`src/rtl/tpu_seq_ctrl_if.sv`:
```
// ---------------------------------------------------------------------------
// tpu_seq_ctrl_if
// Datapath-side bundle between the run sequencer and the TOP_tpu datapath
// (weight FIFO, systolic array weight-load strobe, activation SRAM address).
//
// Signals:
//   fifo_empty        FIFO -> sequencer   weight FIFO empty flag
//   fifo_read_enable  sequencer -> FIFO   weight FIFO pop, 1-cycle pulse
//   we_rl             sequencer -> array  weight load strobe, 1-cycle pulse
//   sram_address      sequencer -> SRAM   activation read address
//   valid_address     sequencer -> SRAM   sram_address qualifier
//
// Modports:
//   master  the sequencer
//   slave   the datapath
// ---------------------------------------------------------------------------
interface tpu_seq_ctrl_if #(
    parameter int ADDRESSSIZE = 10
);
    logic                   fifo_empty;
    logic                   fifo_read_enable;
    logic                   we_rl;
    logic [ADDRESSSIZE-1:0] sram_address;
    logic                   valid_address;

    modport master (
        input  fifo_empty,
        output fifo_read_enable,
        output we_rl,
        output sram_address,
        output valid_address
    );

    modport slave (
        output fifo_empty,
        input  fifo_read_enable,
        input  we_rl,
        input  sram_address,
        input  valid_address
    );
endinterface

```
`src/rtl/tpu_seq_ctrl.sv`:
```
// ---------------------------------------------------------------------------
// tpu_seq_ctrl
// Run sequencer for the TOP_tpu datapath. A run pops one weight tile from the
// weight FIFO, pulses the array weight-load strobe, streams a run of
// consecutive activation SRAM addresses, waits for the array pipeline to
// drain, then pulses end_.
//
// Ports:
//   clk          clock, rising edge
//   rstn         asynchronous active-low reset
//   start        run request, sampled only while idle
//   base_addr    first activation address, latched at start
//   num_vecs     number of activation vectors, latched at start
//   dp           datapath bundle (tpu_seq_ctrl_if.master)
//   busy         high whenever a run is in progress
//   end_         run complete, 1-cycle pulse
//   run_cycles   (perf build) cycles of the last run, IDLE exit to DONE
//   stall_cycles (perf build) weight-wait cycles of the last run
//
// Optional feature: define TPU_SEQ_CTRL_PERF_EN to add the run_cycles and
// stall_cycles performance counters.
//
// All outputs come straight from flops loaded from the next-state decode, so
// they are glitch-free and equal to a decode of the current state.
// DRAIN_CYCLES must lie in 1..255 (8-bit drain counter).
// ---------------------------------------------------------------------------
module tpu_seq_ctrl #(
    parameter int ADDRESSSIZE  = 10,
    parameter int NUM_PE_ROWS  = 8,
    parameter int MATRIX_SIZE  = 8,
    parameter int DRAIN_CYCLES = NUM_PE_ROWS + MATRIX_SIZE - 1
) (
    input  logic                   clk,
    input  logic                   rstn,
    input  logic                   start,
    input  logic [ADDRESSSIZE-1:0] base_addr,
    input  logic [ADDRESSSIZE-1:0] num_vecs,
    tpu_seq_ctrl_if.master         dp,
    output logic                   busy,
`ifdef TPU_SEQ_CTRL_PERF_EN
    output logic [31:0]            run_cycles,
    output logic [15:0]            stall_cycles,
`endif
    output logic                   end_
);

    typedef enum logic [2:0] {
        S_IDLE,
        S_WAIT_W,
        S_POP,
        S_LOAD,
        S_STREAM,
        S_DRAIN,
        S_DONE
    } state_t;

    localparam logic [7:0]             DRAIN_LAST = 8'(DRAIN_CYCLES - 1);
    localparam logic [ADDRESSSIZE-1:0] ONE_A      = ADDRESSSIZE'(1);

    state_t                 state_q, state_d;
    logic [ADDRESSSIZE-1:0] base_q, base_d;
    logic [ADDRESSSIZE-1:0] num_q, num_d;
    logic [ADDRESSSIZE-1:0] vec_cnt_q, vec_cnt_d;
    logic [7:0]             drain_cnt_q, drain_cnt_d;
    logic [ADDRESSSIZE-1:0] addr_q, addr_d;

    logic                   fifo_re_q;
    logic                   we_rl_q;
    logic                   valid_q;
    logic                   busy_q;
    logic                   end_q;

    // ------------------------------------------------------------------
    // Next-state / datapath decode
    // ------------------------------------------------------------------
    always_comb begin
        state_d     = state_q;
        base_d      = base_q;
        num_d       = num_q;
        vec_cnt_d   = vec_cnt_q;
        drain_cnt_d = drain_cnt_q;
        addr_d      = addr_q;

        case (state_q)
            S_IDLE: begin
                if (start) begin
                    base_d  = base_addr;
                    num_d   = num_vecs;
                    state_d = dp.fifo_empty ? S_WAIT_W : S_POP;
                end
            end
            S_WAIT_W: begin
                if (!dp.fifo_empty) begin
                    state_d = S_POP;
                end
            end
            S_POP: begin
                state_d = S_LOAD;
            end
            S_LOAD: begin
                if (num_q == '0) begin
                    // Empty run: skip both stream and drain.
                    state_d = S_DONE;
                end else begin
                    state_d   = S_STREAM;
                    addr_d    = base_q;
                    vec_cnt_d = '0;
                end
            end
            S_STREAM: begin
                // vec_cnt_q is the index of the vector presented this cycle.
                if (vec_cnt_q == num_q - ONE_A) begin
                    state_d     = S_DRAIN;
                    drain_cnt_d = '0;
                end else begin
                    vec_cnt_d = vec_cnt_q + ONE_A;
                    addr_d    = addr_q + ONE_A;   // wraps modulo 2^ADDRESSSIZE
                end
            end
            S_DRAIN: begin
                if (drain_cnt_q == DRAIN_LAST) begin
                    state_d = S_DONE;
                end else begin
                    drain_cnt_d = drain_cnt_q + 8'd1;
                end
            end
            S_DONE: begin
                state_d = S_IDLE;
            end
            default: begin
                state_d = S_IDLE;
            end
        endcase
    end

    // ------------------------------------------------------------------
    // State, counters and registered outputs
    // ------------------------------------------------------------------
    always_ff @(posedge clk or negedge rstn) begin
        if (!rstn) begin
            state_q     <= S_IDLE;
            base_q      <= '0;
            num_q       <= '0;
            vec_cnt_q   <= '0;
            drain_cnt_q <= '0;
            addr_q      <= '0;
            fifo_re_q   <= 1'b0;
            we_rl_q     <= 1'b0;
            valid_q     <= 1'b0;
            busy_q      <= 1'b0;
            end_q       <= 1'b0;
        end else begin
            state_q     <= state_d;
            base_q      <= base_d;
            num_q       <= num_d;
            vec_cnt_q   <= vec_cnt_d;
            drain_cnt_q <= drain_cnt_d;
            addr_q      <= addr_d;
            fifo_re_q   <= (state_d == S_POP);
            we_rl_q     <= (state_d == S_LOAD);
            valid_q     <= (state_d == S_STREAM);
            busy_q      <= (state_d != S_IDLE);
            end_q       <= (state_d == S_DONE);
        end
    end

    assign dp.fifo_read_enable = fifo_re_q;
    assign dp.we_rl            = we_rl_q;
    assign dp.sram_address     = addr_q;
    assign dp.valid_address    = valid_q;
    assign busy                = busy_q;
    assign end_                = end_q;

`ifdef TPU_SEQ_CTRL_PERF_EN
    // ------------------------------------------------------------------
    // Performance counters. run_cnt_q holds the run cycles already spent
    // before the current one, so the total published from DONE is +1.
    // ------------------------------------------------------------------
    logic [31:0] run_cnt_q, run_cnt_d;
    logic [15:0] stall_cnt_q, stall_cnt_d;
    logic [31:0] run_total;
    logic [31:0] run_cycles_q;
    logic [15:0] stall_cycles_q;

    assign run_total = (&run_cnt_q) ? run_cnt_q : run_cnt_q + 32'd1;

    always_comb begin
        run_cnt_d   = run_cnt_q;
        stall_cnt_d = stall_cnt_q;
        if (state_q == S_IDLE) begin
            run_cnt_d   = '0;
            stall_cnt_d = '0;
        end else begin
            run_cnt_d = run_total;
            if (state_q == S_WAIT_W && !(&stall_cnt_q)) begin
                stall_cnt_d = stall_cnt_q + 16'd1;
            end
        end
    end

    always_ff @(posedge clk or negedge rstn) begin
        if (!rstn) begin
            run_cnt_q      <= '0;
            stall_cnt_q    <= '0;
            run_cycles_q   <= '0;
            stall_cycles_q <= '0;
        end else begin
            run_cnt_q   <= run_cnt_d;
            stall_cnt_q <= stall_cnt_d;
            if (state_q == S_DONE) begin
                run_cycles_q   <= run_total;
                stall_cycles_q <= stall_cnt_q;
            end
        end
    end

    assign run_cycles   = run_cycles_q;
    assign stall_cycles = stall_cycles_q;
`endif

endmodule

```
`src/flat_wrapper.sv`:
```
// flat-port wrapper written by rule: the top's interface ports become plain ports
module tpu_seq_ctrl_flat 
#(
    parameter int ADDRESSSIZE  = 10,
    parameter int NUM_PE_ROWS  = 8,
    parameter int MATRIX_SIZE  = 8,
    parameter int DRAIN_CYCLES = NUM_PE_ROWS + MATRIX_SIZE - 1
)
  (clk, rstn, start, base_addr, num_vecs, busy, end_, dp_fifo_empty, dp_fifo_read_enable, dp_we_rl, dp_sram_address, dp_valid_address);
  tpu_seq_ctrl_if #(.ADDRESSSIZE(ADDRESSSIZE)) dp_i ();
  input  logic clk;
  input  logic rstn;
  input  logic start;
  input  logic [ADDRESSSIZE-1:0] base_addr;
  input  logic [ADDRESSSIZE-1:0] num_vecs;
  output logic busy;
  output logic end_;
  input wire logic [$bits(dp_i.fifo_empty)-1:0] dp_fifo_empty;
  output wire logic [$bits(dp_i.fifo_read_enable)-1:0] dp_fifo_read_enable;
  output wire logic [$bits(dp_i.we_rl)-1:0] dp_we_rl;
  output wire logic [$bits(dp_i.sram_address)-1:0] dp_sram_address;
  output wire logic [$bits(dp_i.valid_address)-1:0] dp_valid_address;
  assign dp_i.fifo_empty = dp_fifo_empty;
  assign dp_fifo_read_enable = dp_i.fifo_read_enable;
  assign dp_we_rl = dp_i.we_rl;
  assign dp_sram_address = dp_i.sram_address;
  assign dp_valid_address = dp_i.valid_address;
  tpu_seq_ctrl #(.ADDRESSSIZE(ADDRESSSIZE), .NUM_PE_ROWS(NUM_PE_ROWS), .MATRIX_SIZE(MATRIX_SIZE), .DRAIN_CYCLES(DRAIN_CYCLES)) u_core (.clk(clk), .rstn(rstn), .start(start), .base_addr(base_addr), .num_vecs(num_vecs), .dp(dp_i), .busy(busy), .end_(end_));
endmodule
```
`config.mk`:
```
export PLATFORM = sky130hd
export DESIGN_NAME = tpu_seq_ctrl_flat
export DESIGN_NICKNAME = d
export VERILOG_FILES = /design/src/rtl/tpu_seq_ctrl_if.sv /design/src/rtl/tpu_seq_ctrl.sv /design/src/flat_wrapper.sv
export SDC_FILE = /design/constraint.sdc
export NUM_CORES = 1
export LEC_CHECK = 0
export BUFFER_PORTS_ARGS = -buffer_cell sky130_fd_sc_hd__buf_2
export CAP_MARGIN = 0
export CORE_UTILIZATION = 50
export CTS_CLUSTER_DIAMETER = 80
export DETAILED_ROUTE_END_ITERATION = 12
export GPL_TIMING_DRIVEN = 0
export PLACE_DENSITY = 0.76
export SLEW_MARGIN = 20
export SYNTH_ARGS = -nofsm -noshare
export SYNTH_HDL_FRONTEND = slang
export SYNTH_SLANG_ARGS = --single-unit
```
`constraint.sdc`:
```
create_clock -name clk -period 2.7 [get_ports clk]
set_input_delay 0.135 -clock clk [delete_from_list [all_inputs] [get_ports clk]]
set_output_delay 0.135 -clock clk [all_outputs]
set_load 0.005 [all_outputs]
```
; ---- Yosys cells after proc, flatten, opt, wreduce, memory -nomap -nowiden
; Cells that the tools add are included.
[word_totals]
reg_bits = 56
latch_bits = 0
mem_bits_rw = 0
romBits = 0
inputBits = 24
out_inout_bits = 15
word_cells = 54
n_memories = 0
[op_classes]
n_addsub = 4
n_mul = 0
n_div = 0
n_lt_le_gt_ge = 0
eq_ne = 15
shifts = 0
muxes = 16
bitwise_logic = 0
n_reduce_logical = 8
[ops]
columns = operator, n
row1 = 10-bit two-way mux, 4
row2 = 10-bit case mux with 2 select lines, 2
row3 = "10-bit by 1-bit adder with 10-bit output, second input constant", 2
row4 = 3-bit case mux with 6 select lines, 1
row5 = 8-bit two-way mux, 2
row6 = 8-bit case mux with 2 select lines, 1
row7 = "3-bit by 2-bit == test with 1-bit output, second input constant", 4
row8 = "3-bit == test, second input constant", 4
row9 = 3-bit two-way mux, 4
row10 = 10-bit == test, 1
row11 = 10-bit zero test, 1
row12 = "10-bit by 1-bit subtractor with 10-bit output, second input constant", 1
row13 = "8-bit by 1-bit adder with 8-bit output, second input constant", 1
row14 = "8-bit by 4-bit == test with 1-bit output, second input constant", 1
row15 = "2-bit inequality test, second input constant", 3
row16 = 3-bit AND reduction, 2
row17 = 2-bit two-way mux, 2
row18 = 2-bit nonzero test, 2
row19 = "3-bit by 1-bit == test with 1-bit output, second input constant", 1
row20 = 3-bit zero test, 1
row21 = 3-bit nonzero test, 1
row22 = "2-bit by 1-bit inequality test with 1-bit output, second input constant", 1
row23 = 2-bit AND reduction, 1

; ---- Depth between registers and ports, before layout
; Gate-level depths: netlist of the first run.
[logic_depth]
depth_word = 5
mapped_depth = 12

; ---- Worst setup path before layout of the first run
; OpenSTA, ideal clock, no wires.
[synth_path]
kind = reg-to-reg
startpoint = register u_core.num_q[0]
endpoint = register u_core.addr_q[1] (netlist: u_core.dp.sram_address[1])
arrival_time_ns = 2.358
path_slack_ns = 0.217
path_stages_with_launch = 12
path_buffers = 1
synth_period_minus_slack_ns = 2.483
cell_sequence = dfrtp_1 -> inv_1 -> ha_1 -> clkbuf_1 -> nor2b_1 -> or3_1 -> a31oi_1 -> nor4b_2 -> nand3_2 -> nand2_4 -> inv_2 -> mux2_4
[synth_between]
elab_chain_cells = 4
word_cells_on_any_way = 6
cone_classes = add/sub (1) / eq/ne (3) / reduce/logical (2)
[synth_lines]
columns = item, line_no
row1 = from (decl), tpu_seq_ctrl.sv:62  ; logic [ADDRESSSIZE-1:0] num_q, num_d;
row2 = from (signal assigned), tpu_seq_ctrl.sv:155  ; num_q <= num_d;
row3 = 10-bit by 1-bit subtractor with 10-bit output, tpu_seq_ctrl.sv:112  ; if (vec_cnt_q == num_q - ONE_A) begin
row4 = 10-bit == test, tpu_seq_ctrl.sv:112
row5 = 2-bit inequality test (no line), n/a
row6 = 3-bit AND reduction (no line) (*), n/a
row7 = to (signal assigned), tpu_seq_ctrl.sv:158  ; addr_q <= addr_d;
row8 = to (decl), tpu_seq_ctrl.sv:65  ; logic [ADDRESSSIZE-1:0] addr_q, addr_d;
; Mark *: on every way between the ends. The rest lies on a longest branch, timed or not.
; A chain may end at the register's enable or synchronous reset.

; ---- Worst setup path in the final report of the first run
[layout_path]
startpoint = register u_core.num_q[2]
endpoint = register u_core.vec_cnt_q[3]
[layout_between]
elab_chain_cells = 4
word_cells_on_any_way = 6
cone_classes = add/sub (1) / eq/ne (3) / reduce/logical (2)
[layout_lines]
columns = item, line_no
row1 = 10-bit by 1-bit subtractor with 10-bit output, tpu_seq_ctrl.sv:112
row2 = 10-bit == test, tpu_seq_ctrl.sv:112
row3 = 2-bit inequality test (no line), n/a
row4 = 3-bit AND reduction (no line) (*), n/a
row5 = to (signal assigned), tpu_seq_ctrl.sv:156  ; vec_cnt_q <= vec_cnt_d;
row6 = to (decl), tpu_seq_ctrl.sv:63  ; logic [ADDRESSSIZE-1:0] vec_cnt_q, vec_cnt_d;
; Marks and branches as above.

==> flow_summary.toml, run 1 <==
[synth]
ys.warnings.count = 0
postSynthCellCount = 313
syn-num-nets = 342
ys_top_cells_by_area = "sky130_fd_sc_hd__dfrtp_1 45%, sky130_fd_sc_hd__mux2_1 5.1%, sky130_fd_sc_hd__nand3_1 3.4%"
synth_top_cell_by_area = "sky130_fd_sc_hd__dfrtp_1"
synth.yosys.seq_area_share_pct = 45.38
ys.flop_type = "sky130_fd_sc_hd__dfrtp_1"
synth.avg_cell_area_sq_um = 9.866
synth.cell_area_sq_mm = 0.003088
synth.ff_latch_count = 56
synth_cell_type_count = 55
synth-async-reset-ratio_pct = 100.0
number_of_enable_type_register_cells_in_the_synthesized_netlist = 0
synth_top_area_share_pct = 45.38

[power]
seq_power_share_pct = 40.0
p_total_mw = 3.826
power.clock.fraction_pct = 12.8
power.ir.vdd_worst_uv = 537.1
netSwitchingPower_mw = 1.635
leakage_nw = 1.513
internal_power_of_the_cells_mw = 2.191
sw_frac_of_total_pct = 42.73
power.share.combinational_pct = 47.1
power_per_cell_area_mw_per_mm2 = 1087

[clocking]
clk_pin_slew_ns = 0.10
clockBufferDepth = 2
ctsRootBufferMaster = "sky130_fd_sc_hd__clkbuf_8"
cts_tree = "done"
tritoncts_num_sinks = 56
tritoncts_buffer_count = 5
ctsHtreeMaxLevel = 2
clk-insertion-delay-late_ns = 0.31

[detailed_routing]
wirelength_microns = 6752
detail_route.drc_violations = 0
routed_wire_length_per_instance_microns = 15.49
number_of_drc_markers_after_the_initial_detailed_route_iteration = 197
postRouteAntennaNets = 0
dr_total_vias = 2549
post_drt_via_cell_ratio = 5.846
drt_pre_antenna_iters = 4

[final_layout]
most-common-layout-cells = "54 x sky130_fd_sc_hd__dfrtp_1, 38 x sky130_fd_sc_hd__buf_2, 27 x sky130_fd_sc_hd__nand2_1"
drive_gt1_share_pct = 22.44
final.fill_count = 530
finish.instance_area_sq_mm = 0.003521
final_net_count = 389
mostFrequentLayoutCell = "sky130_fd_sc_hd__dfrtp_1"
n_antenna_cell = 0
areaGrowthSynthToFinish_pct = 14.02

[place]
dp_hpwl_microns = 4819
post_dp_cell_area_sq_mm = 0.003381
place.port_buffers = 38
gp_congestion = 0.8667

[worst_hold_path]
worstHoldPathType = "primary input to flop"

[floorplanning]
die-area_sq_mm = 0.006494
placeableCoreArea_sq_mm = 0.005956
num_io_pins = 39
die_width_microns = 80.59
placement_rows = 28
initial_utilization_pct = 51.85
die_y_microns = 80.59

[global_route]
globalRoute.totalOverflow = 0
grt_antenna_before_repair = 0
first_global_vias = 2359
gr-usage-all-layers_pct = 22.63
grt_max_degree = 57
grt_pass1_wl_microns = 11310

[run_status]
status = "finished, final reports clean"

[setup_path]
path_buf_inv = 2
timing.critical_path.max_delay_family = "simple AND/OR/NAND/NOR gates"
worstPathArrival_ns = 2.68
crit_chain = "nor4_4 -> nand3_2 -> xnor2_2 -> nor3_1 -> and4_1 -> clkbuf_2 -> buf_2 -> o31ai_1 -> o41ai_1"
nature_of_the_critical_path_startpoint = "flop"
timing.critical_path.to_type = "flop"
critical_path.max_stage_delay_ns = 0.51
crit_slowest_cell = "sky130_fd_sc_hd__nor4_4"
worst-setup-path-type = "flop to flop"
critical_path_peak_fanout = 10
worst_ep_required_time_ns = 2.88

[timing]
rsz0062_at_grt = "no"
hold_viol_final = 0
period_needed_ns = 2.499
slew_violations = 0
layout_worst_path_cycle_share_pct = 92.56
max_slew_headroom_pct = 49.43
hold-worst-slack_ns = 0.01487
max_slew.worst_pin.slew_ns = 0.7566
setup_viol_count_final = 0
max_freq_mhz = 400.1
fin_skew_ns = 0.009611

[job]
max_cap_violations = 0
## cell type report
| type | count | area [sq um] | area share [%] |
|---|---|---|---|
| Buffer | 12 | 58.81 | 1.670 |
| Clock buffer | 7 | 86.33 | 2.452 |
| Clock inverter | 1 | 7.507 | 0.2132 |
| Inverter | 10 | 37.54 | 1.066 |
| Multi-Input combinational cell | 234 | 1613 | 45.81 |
| Sequential cell | 56 | 1404 | 39.87 |
| Tap cell | 75 | 93.84 | 2.665 |
| Timing Repair Buffer | 41 | 220.2 | 6.254 |
## state kept, by name, summed over array words and instances, names as in the netlist
name / cells
u_core.base_q: 10
u_core.busy: 1
u_core.dp.fifo_read_enable: 1
u_core.dp.sram_address: 10
u_core.dp.valid_address: 1
u_core.dp.we_rl: 1
u_core.drain_cnt_q: 8
u_core.end_: 1
u_core.num_q: 10
u_core.state_q: 3
u_core.vec_cnt_q: 10
## synth_stat cells (2+ instances only)
cell type                  instances
sky130_fd_sc_hd__a21oi_2           8
sky130_fd_sc_hd__a31oi_1          12
sky130_fd_sc_hd__a21oi_1           8
sky130_fd_sc_hd__o21ai_1           6
sky130_fd_sc_hd__o21bai_1          2
sky130_fd_sc_hd__mux2_2            5
sky130_fd_sc_hd__o31ai_1           3
sky130_fd_sc_hd__nand3_2           2
sky130_fd_sc_hd__or3_1             4
sky130_fd_sc_hd__nor2_1           23
sky130_fd_sc_hd__inv_1             9
sky130_fd_sc_hd__o41ai_1           2
sky130_fd_sc_hd__o21ai_0          15
sky130_fd_sc_hd__a211o_1           2
sky130_fd_sc_hd__nor3b_1           2
sky130_fd_sc_hd__ha_1              5
sky130_fd_sc_hd__dfrtp_1          56
sky130_fd_sc_hd__nor2_2            2
sky130_fd_sc_hd__xnor2_1           5
sky130_fd_sc_hd__a32o_1            2
sky130_fd_sc_hd__nand3b_1          2
sky130_fd_sc_hd__buf_2             2
sky130_fd_sc_hd__nand4_1           5
sky130_fd_sc_hd__nand2b_1          3
sky130_fd_sc_hd__and3_1            7
sky130_fd_sc_hd__nor2b_1           6
sky130_fd_sc_hd__nor4_1            3
sky130_fd_sc_hd__nor3_1            4
sky130_fd_sc_hd__o211ai_1          2
sky130_fd_sc_hd__o22ai_1           3
sky130_fd_sc_hd__mux2_1           14
sky130_fd_sc_hd__clkbuf_1          9
sky130_fd_sc_hd__nand2_1          27
sky130_fd_sc_hd__xor2_1           12
sky130_fd_sc_hd__nand3_1          21
## per-layer routing
metal | part of all wire (%) | wire (microns) | GRT usage (%)
met5 | 0 | 0 | 0
met4 | 1.3 | 91 | 7.321
met3 | 4.3 | 289 | 2.955
met2 | 50 | 3351 | 36.95
met1 | 45 | 3018 | 30.91
## cells by family (layout without fill, tap and decap cells)
family | Yosys count | in the layout | share of synthesized area [%]
simple gates | 121 | 121 | 21.72
compound gates | 69 | 69 | 14.63
fa+ha+maj | 5 | 5 | 2.026
mux | 21 | 21 | 7.739
flops | 56 | 56 | 45.38
buf+inv | 23 | 71 | 3.160
xor+xnor | 18 | 18 | 5.349
## worst register-to-register path, stage by stage, from the launching register on
cell                       delay [ns]
sky130_fd_sc_hd__dfrtp_1         0.50
sky130_fd_sc_hd__nor4_4          0.51
sky130_fd_sc_hd__nand3_2         0.16
sky130_fd_sc_hd__xnor2_2         0.22
sky130_fd_sc_hd__nor3_1          0.07
sky130_fd_sc_hd__and4_1          0.20
sky130_fd_sc_hd__clkbuf_2        0.14
sky130_fd_sc_hd__buf_2           0.20
sky130_fd_sc_hd__o31ai_1         0.27
sky130_fd_sc_hd__o41ai_1         0.11
## through the flow
step           util, %  setup WS [ns]  instances  TNS [ns]
6_report         59.12         0.2008        436         0
5_1_grt          59.12        0.03326        436         0
3_5_place_dp     56.76        -0.1023        426   -0.8002
3_3_place_gp     56.62       -0.09368        426    -1.073
4_1_cts          58.91        0.07590        435         0
2_1_floorplan        -         0.2171        313         0
## power groups by stage
stage,clock network (mW),logic [mW],registers (mW)
2_1_floorplan,0,1.31,1.47
3_3_place_gp,0,1.67,1.53
3_5_place_dp,0,1.73,1.55
4_1_cts,0.504,1.78,1.54
5_1_grt,0.535,2.00,1.58
6_report,0.491,1.80,1.53
## what timing repair did
action,in CTS,in global routing
setup endpoints to repair,14,13
gates resized for setup,4,3
hold endpoints to repair,57,0
cloned,0,0
buffers inserted,0,1
hold buffers,2,0
## path summary, 6_finish.rpt
kind / depth (start not counted) / from / to / slack, ns
setup / recovery: 9 / u_core.num_q[2] / u_core.vec_cnt_q[3] / 0.20
hold / removal: 3 / num_vecs[0] / u_core.num_q[0] / 0.01
max in group asynchronous: 2 / rstn / u_core.num_q[1] / 1.80
setup reg to reg: 9 / u_core.num_q[2] / u_core.vec_cnt_q[3] / 0.20
min in group asynchronous: 2 / rstn / u_core.num_q[4] / 0.41
hold reg to reg: 1 / u_core.base_q[7] / u_core.base_q[7] / 0.49
(Power assumes the default switching activity.)
==> run 2: changes to the inputs <==
- ABC_AREA: default -> 1
==> run 2 against run 1 <==
Against the previous run: critical endpoint is now u_core.dp.sram_address[3]; utilization is 0.95 points lower; synthesized area is 7.8% higher; hold slack better by 0.030 ns; largest power group is now registers; routed wire length is 10% higher; non-clock buffer count is 5 higher.
==> flow_summary.toml, run 2 <==
[synth]
synth.ff_latch_count = 56
synth_common_cells = "106 x sky130_fd_sc_hd__nand2_1, 56 x sky130_fd_sc_hd__dfrtp_1, 52 x sky130_fd_sc_hd__inv_1"
synth-async-reset-ratio_pct = 100.0
synth_top_area_share_pct = 42.09
synth.avg_cell_area_sq_um = 7.584
syn-num-nets = 468
synth_top_cell_by_area = "sky130_fd_sc_hd__dfrtp_1"
number_of_enable_type_register_cells_in_the_synthesized_netlist = 0
ys.warnings.count = 0
synth.cell_area_sq_mm = 0.003329
postSynthCellCount = 439
ys.flop_type = "sky130_fd_sc_hd__dfrtp_1"
synth.yosys.seq_area_share_pct = 42.09
ys_top_cells_by_area = "sky130_fd_sc_hd__dfrtp_1 42%, sky130_fd_sc_hd__nand2_1 12%, sky130_fd_sc_hd__nand3_1 6.3%"
synth_most_common_cell = "sky130_fd_sc_hd__nand2_1"
synth_cell_type_count = 32

[final_layout]
final_util_pct = 58.17
final-seq-area_sq_mm = 0.001401
n_antenna_cell = 0
final_net_count = 514
drive_gt1_share_pct = 14.61
post_layout_nonfiller_instances = 563
multi_input_logic_area_sq_mm = 0.001632
final.fill_count = 583
most-common-layout-cells = "106 x sky130_fd_sc_hd__nand2_1, 56 x sky130_fd_sc_hd__dfrtp_1, 52 x sky130_fd_sc_hd__inv_1"
areaGrowthSynthToFinish_pct = 11.57
mostFrequentLayoutCell = "sky130_fd_sc_hd__nand2_1"

[detailed_routing]
detail_route.drc_violations = 0
wirelength_microns = 7450
top_signal_layer_used = "met4"
routedLengthMet1_microns = 3624
dr_total_vias = 2986
met2RoutedLength_microns = 3476
postRouteAntennaNets = 0
post_drt_via_cell_ratio = 5.304
number_of_drc_markers_after_the_initial_detailed_route_iteration = 182
routed_wire_length_per_instance_microns = 13.23
wl_met3_microns = 280
drt_pre_antenna_iters = 4

[clocking]
clk_pin_slew_ns = 0.10
ctsRootBufferMaster = "sky130_fd_sc_hd__clkbuf_8"
cts_tree = "done"
ctsHtreeMaxLevel = 2
clockBufferDepth = 2
tritoncts_buffer_count = 5
tritoncts_num_sinks = 56
clk-insertion-delay-late_ns = 0.31

[job]
max_cap_violations = 0

[floorplanning]
die-area_sq_mm = 0.006989
initial_utilization_pct = 52.14
die_y_microns = 83.60
num_io_pins = 39
placement_rows = 29
die_width_microns = 83.60
placeableCoreArea_sq_mm = 0.006386

[worst_hold_path]
worstHoldPathType = "primary input to flop"
worst_hold_startpoint = "base_addr[4]"
min_to = "u_core.base_q[4]"
hold-path-cell-count = 2

[timing]
hold_viol_final = 0
slew_violations = 0
setup_viol_count_final = 0
final.setup.worst_slack_ns = 0.4012
fin_tns_setup_ns = 0
period_needed_ns = 2.299
hold-worst-slack_ns = 0.04515
layout_worst_path_cycle_share_pct = 85.14
rsz0062_at_grt = "no"
max_slew.worst_pin.slew_ns = 0.7042
max_freq_mhz = 435.0
max_slew_headroom_pct = 53.05
fin_skew_ns = 0.009721

[setup_path]
critical_path_peak_fanout = 10
worstPathArrival_ns = 2.55
worst_ep_required_time_ns = 2.96
worst-setup-path-type = "flop to flop"
worst-r2r-setup-slack_ns = 0.40
timing.critical_path.to_type = "flop"
r2r.worst_path.cells = 9
reg2reg_from = "u_core.num_q[0]"
nature_of_the_critical_path_startpoint = "flop"
reg2reg_to = "u_core.dp.sram_address[3]"

[place]
placed_cells = 554
dp_hpwl_microns = 5444
gp_congestion = 0.9021
pre_cts_ws_ns = 0.2460
place.port_buffers = 38

[global_route]
grt_pass1_wl_microns = 12880
gr-usage-all-layers_pct = 22.57
globalRoute.totalOverflow = 0
grt_max_degree = 57
grt_antenna_before_repair = 0
first_global_vias = 2841

[power]
power_per_cell_area_mw_per_mm2 = 358.6
power.ir.vdd_worst_uv = 324.2
leakage_nw = 1.914

[run_status]
status = "finished, final reports clean"
## run 2: worst max path at each step
stage	from	cells past startpoint	to	slack (ns)
floorplan	u_core.num_q[0]	9	u_core.dp.sram_address[3]	0.89
global placement	u_core.num_q[0]	9	u_core.dp.sram_address[3]	0.34
detailed placement	u_core.num_q[0]	9	u_core.dp.sram_address[5]	0.25
CTS	u_core.num_q[0]	9	u_core.dp.sram_address[3]	0.22
global route	u_core.num_q[0]	9	u_core.dp.sram_address[9]	0.21
finish	u_core.num_q[0]	9	u_core.dp.sram_address[3]	0.40
## run 2: kinds of logic (layout without fill, tap and decap cells)
kind of cell    Yosys count  after routing  synth area share [%]
mux                       7              7                 2.368
fa+ha+maj                 5              5                 1.879
buf+inv                  75            122                 8.906
simple gates            224            224                 29.42
flops                    56             56                 42.09
xor+xnor                 19             19                 4.998
compound gates           53             53                 10.33
## run 2: where the power goes
part	internal, mW	switching, mW	total (mW)
logic	0.0133	0.0213	0.0345
clock network	0.186	0.273	0.460
registers	0.838	0	0.838
## run 2: layout make-up
| type | instances | share of cell area (%) |
|---|---|---|
| multi-input cells | 308 | 43.92 |
| flip-flops and latches | 56 | 37.72 |
| inverters | 56 | 5.658 |
| repair buffers | 39 | 5.456 |
| well taps | 77 | 2.593 |
| plain buffers | 19 | 2.358 |
| clock buffers | 7 | 2.055 |
| clock inverters | 1 | 0.2358 |
## run 2: repair_timing
item	CTS	global route
resized for setup	0	2
setup buffers	0	0
endpoints found under the hold margin	56	0
hold buffers	1	0
endpoints found under the setup margin	0	1
## run 2: critical path, stage by stage, from the launching register on
cell and delay [ns]:
sky130_fd_sc_hd__dfrtp_1 0.41, sky130_fd_sc_hd__inv_1 0.14, sky130_fd_sc_hd__ha_1 0.20, sky130_fd_sc_hd__nand3_1 0.20
sky130_fd_sc_hd__nor2_1 0.30, sky130_fd_sc_hd__nand4_1 0.31, sky130_fd_sc_hd__nand4_1 0.22, sky130_fd_sc_hd__clkbuf_2 0.27
sky130_fd_sc_hd__nand3_1 0.12, sky130_fd_sc_hd__nand2_1 0.08
## run 2: per-layer routing
metal / global-route usage, % / vias to the layer above
li1: - / 1532
met1: 32.58 / 1386
met2: 35.62 / 58
met3: 4.550 / 10
met4: 4.160 / 0
met5: 0 / -
## run 2: stage by stage
step | area [sq um] | power [mW]
5_1_grt | 3715 | 1.388
6_report | 3715 | 1.332
3_5_place_dp | 3618 | 0.8900
2_1_floorplan | 3329 | 0.8556
3_3_place_gp | 3616 | 0.8885
4_1_cts | 3714 | 1.344
==> run 3: changes to the inputs <==
- CTS_BUF_LIST: default -> sky130_fd_sc_hd__clkbuf_2 sky130_fd_sc_hd__clkbuf_4 sky130_fd_sc_hd__clkbuf_8
- GPL_TIMING_DRIVEN: 0 -> default
==> run 3 against run 2 <==
Against the previous run: critical path depth is 1 lower; utilization is 0.078 points lower; hold slack worse by 0.0066 ns; final area is 0.13% lower; global-route usage is 0.21 points higher; via count is 0.40% higher.
==> flow_summary.toml, run 3 (same netlist as run 2, synthesis figures left out) <==
[floorplanning]
placement_rows = 29
initial_utilization_pct = 52.14
die_y_microns = 83.60
placeableCoreArea_sq_mm = 0.006386
die-area_sq_mm = 0.006989
num_io_pins = 39
die_width_microns = 83.60

[final_layout]
n_antenna_cell = 0
areaGrowthSynthToFinish_pct = 11.42
post_layout_nonfiller_instances = 553
most-common-layout-cells = "106 x sky130_fd_sc_hd__nand2_1, 56 x sky130_fd_sc_hd__dfrtp_1, 52 x sky130_fd_sc_hd__inv_1"
final_net_count = 504
mostFrequentLayoutCell = "sky130_fd_sc_hd__nand2_1"
drive_gt1_share_pct = 15.55

[detailed_routing]
drt_pre_antenna_iters = 7
wl_met3_microns = 403
wirelength_microns = 7464
number_of_drc_markers_after_the_initial_detailed_route_iteration = 271
top_signal_layer_used = "met4"
routedLengthMet1_microns = 3504
postRouteAntennaNets = 0
dr_total_vias = 2998
post_drt_via_cell_ratio = 5.421
met2RoutedLength_microns = 3443
detail_route.drc_violations = 0
routed_wire_length_per_instance_microns = 13.50

[job]
max_cap_violations = 0

[timing]
layout_worst_path_cycle_share_pct = 85.30
max_freq_mhz = 434.2
final.setup.worst_slack_ns = 0.3969
max_slew.worst_pin.slew_ns = 0.4802
hold_viol_final = 0
setup_viol_count_final = 0
period_needed_ns = 2.303
fin_tns_setup_ns = 0
fin_skew_ns = 0.004193
slew_violations = 0
rsz0062_at_grt = "no"
max_slew_headroom_pct = 67.79

[clocking]
cts_tree = "done"
post_cts_buffers = 0
clk_pin_slew_ns = 0.10
clk-insertion-delay-late_ns = 0.32
tritoncts_num_sinks = 56
post_cts_resize_count = 0
ctsHtreeMaxLevel = 2
cts.hold.buffers_added = 1
ctsRootBufferMaster = "sky130_fd_sc_hd__clkbuf_8"
clockBufferDepth = 2
tritoncts_buffer_count = 5

[setup_path]
worstPathArrival_ns = 2.57
crit_slowest_cell = "sky130_fd_sc_hd__nand3_2"
critical_path.max_stage_delay_ns = 0.48
critical_path_peak_fanout = 21
setup.worst_path.start = "u_core.num_q[0]"
worst_ep_required_time_ns = 2.96
worst-setup-path-type = "flop to flop"
crit_chain = "inv_1 -> ha_1 -> nand3_1 -> nor2_1 -> nand4_1 -> nand3_2 -> nand3_1 -> nand2_1"
worst-r2r-setup-slack_ns = 0.40
nature_of_the_critical_path_startpoint = "flop"
timing.critical_path.max_delay_family = "simple AND/OR/NAND/NOR gates"
path_buf_inv = 1
crit_path_frequent_cell = "sky130_fd_sc_hd__nand3_1"
reg2reg_from = "u_core.num_q[0]"
timing.critical_path.to_type = "flop"

[global_route]
gr-usage-all-layers_pct = 22.78
first_global_vias = 2786
grt_pass1_wl_microns = 12880
globalRoute.totalOverflow = 0
grt_max_degree = 26
grt_antenna_before_repair = 0

[power]
power_per_cell_area_mw_per_mm2 = 370.6
p_total_mw = 1.375
power.ir.vdd_worst_uv = 317.4
leakage_nw = 1.914

[worst_hold_path]
worstHoldPathType = "primary input to flop"
worst_hold_startpoint = "base_addr[0]"

[place]
pre_cts_ws_ns = 0.4415
gp_congestion = 0.8586
placed_cells = 544
place.port_buffers = 38
dp_hpwl_microns = 5380

[run_status]
status = "finished, final reports clean"
-- run 3: cell count changes in the layout (fill, tap and decap cells not counted), sizes merged --
cell,change
clkbuf,-12
clkinvlp,+1
clkinv,-1
buf,+2
-- run 3: final timing paths --
| path | endpoint | depth (start not counted) |
|---|---|---|
| max | u_core.vec_cnt_q[9] | 8 |
| min | u_core.base_q[0] | 2 |
| max reg2reg | u_core.vec_cnt_q[9] | 8 |
| min reg2reg | u_core.base_q[7] | 1 |
| max in group asynchronous | u_core.num_q[5] | 3 |
| min in group asynchronous | u_core.dp.sram_address[4] | 2 |
-- run 3: layout make-up --
| cell class | count | area, sq um |
|---|---|---|
| Clock buffer | 7 | 90.09 |
| Clock inverter | 1 | 7.507 |
| Fill cell | 575 | 2676 |
| Inverter | 56 | 210.2 |
| Multi-Input combinational cell | 308 | 1637 |
| Sequential cell | 56 | 1401 |
| Tap cell | 77 | 96.34 |
| Timing Repair Buffer | 48 | 267.8 |
-- run 3: worst register-to-register path, cell delays in order (launching register included) --
cell and delay, ns:
sky130_fd_sc_hd__dfrtp_1 0.39, sky130_fd_sc_hd__inv_1 0.12, sky130_fd_sc_hd__ha_1 0.20, sky130_fd_sc_hd__nand3_1 0.17, sky130_fd_sc_hd__nor2_1 0.28, sky130_fd_sc_hd__nand4_1 0.37
sky130_fd_sc_hd__nand3_2 0.48, sky130_fd_sc_hd__nand3_1 0.15, sky130_fd_sc_hd__nand2_1 0.09
-- run 3: per-layer routing --
layer  vias to the layer above  GRT usage, %
li1                       1516             -
met1                      1361         32.04
met2                       109         36.22
met3                        12         3.759
met4                         0         6.934
met5                         -             0
-- run 3: stage by stage --
stage | utilization [%] | hold WS (ns) | area, sq um
5_1_grt | 58.09 | 0.04189 | 3710
3_5_place_dp | 56.41 | 0.1158 | 3602
3_3_place_gp | 56.41 | 0.1174 | 3602
4_1_cts | 58.09 | 0.03660 | 3710
2_1_floorplan | - | -0.1606 | 3329
6_report | 58.09 | 0.03852 | 3710
-- run 3: power breakdown --
part	switching (mW)	internal [mW]	total, mW	leakage (nW)
clock network	0.281	0.219	0.500	0.0479
logic	0.0221	0.0147	0.0368	1.19
registers	0	0.838	0.838	0.674
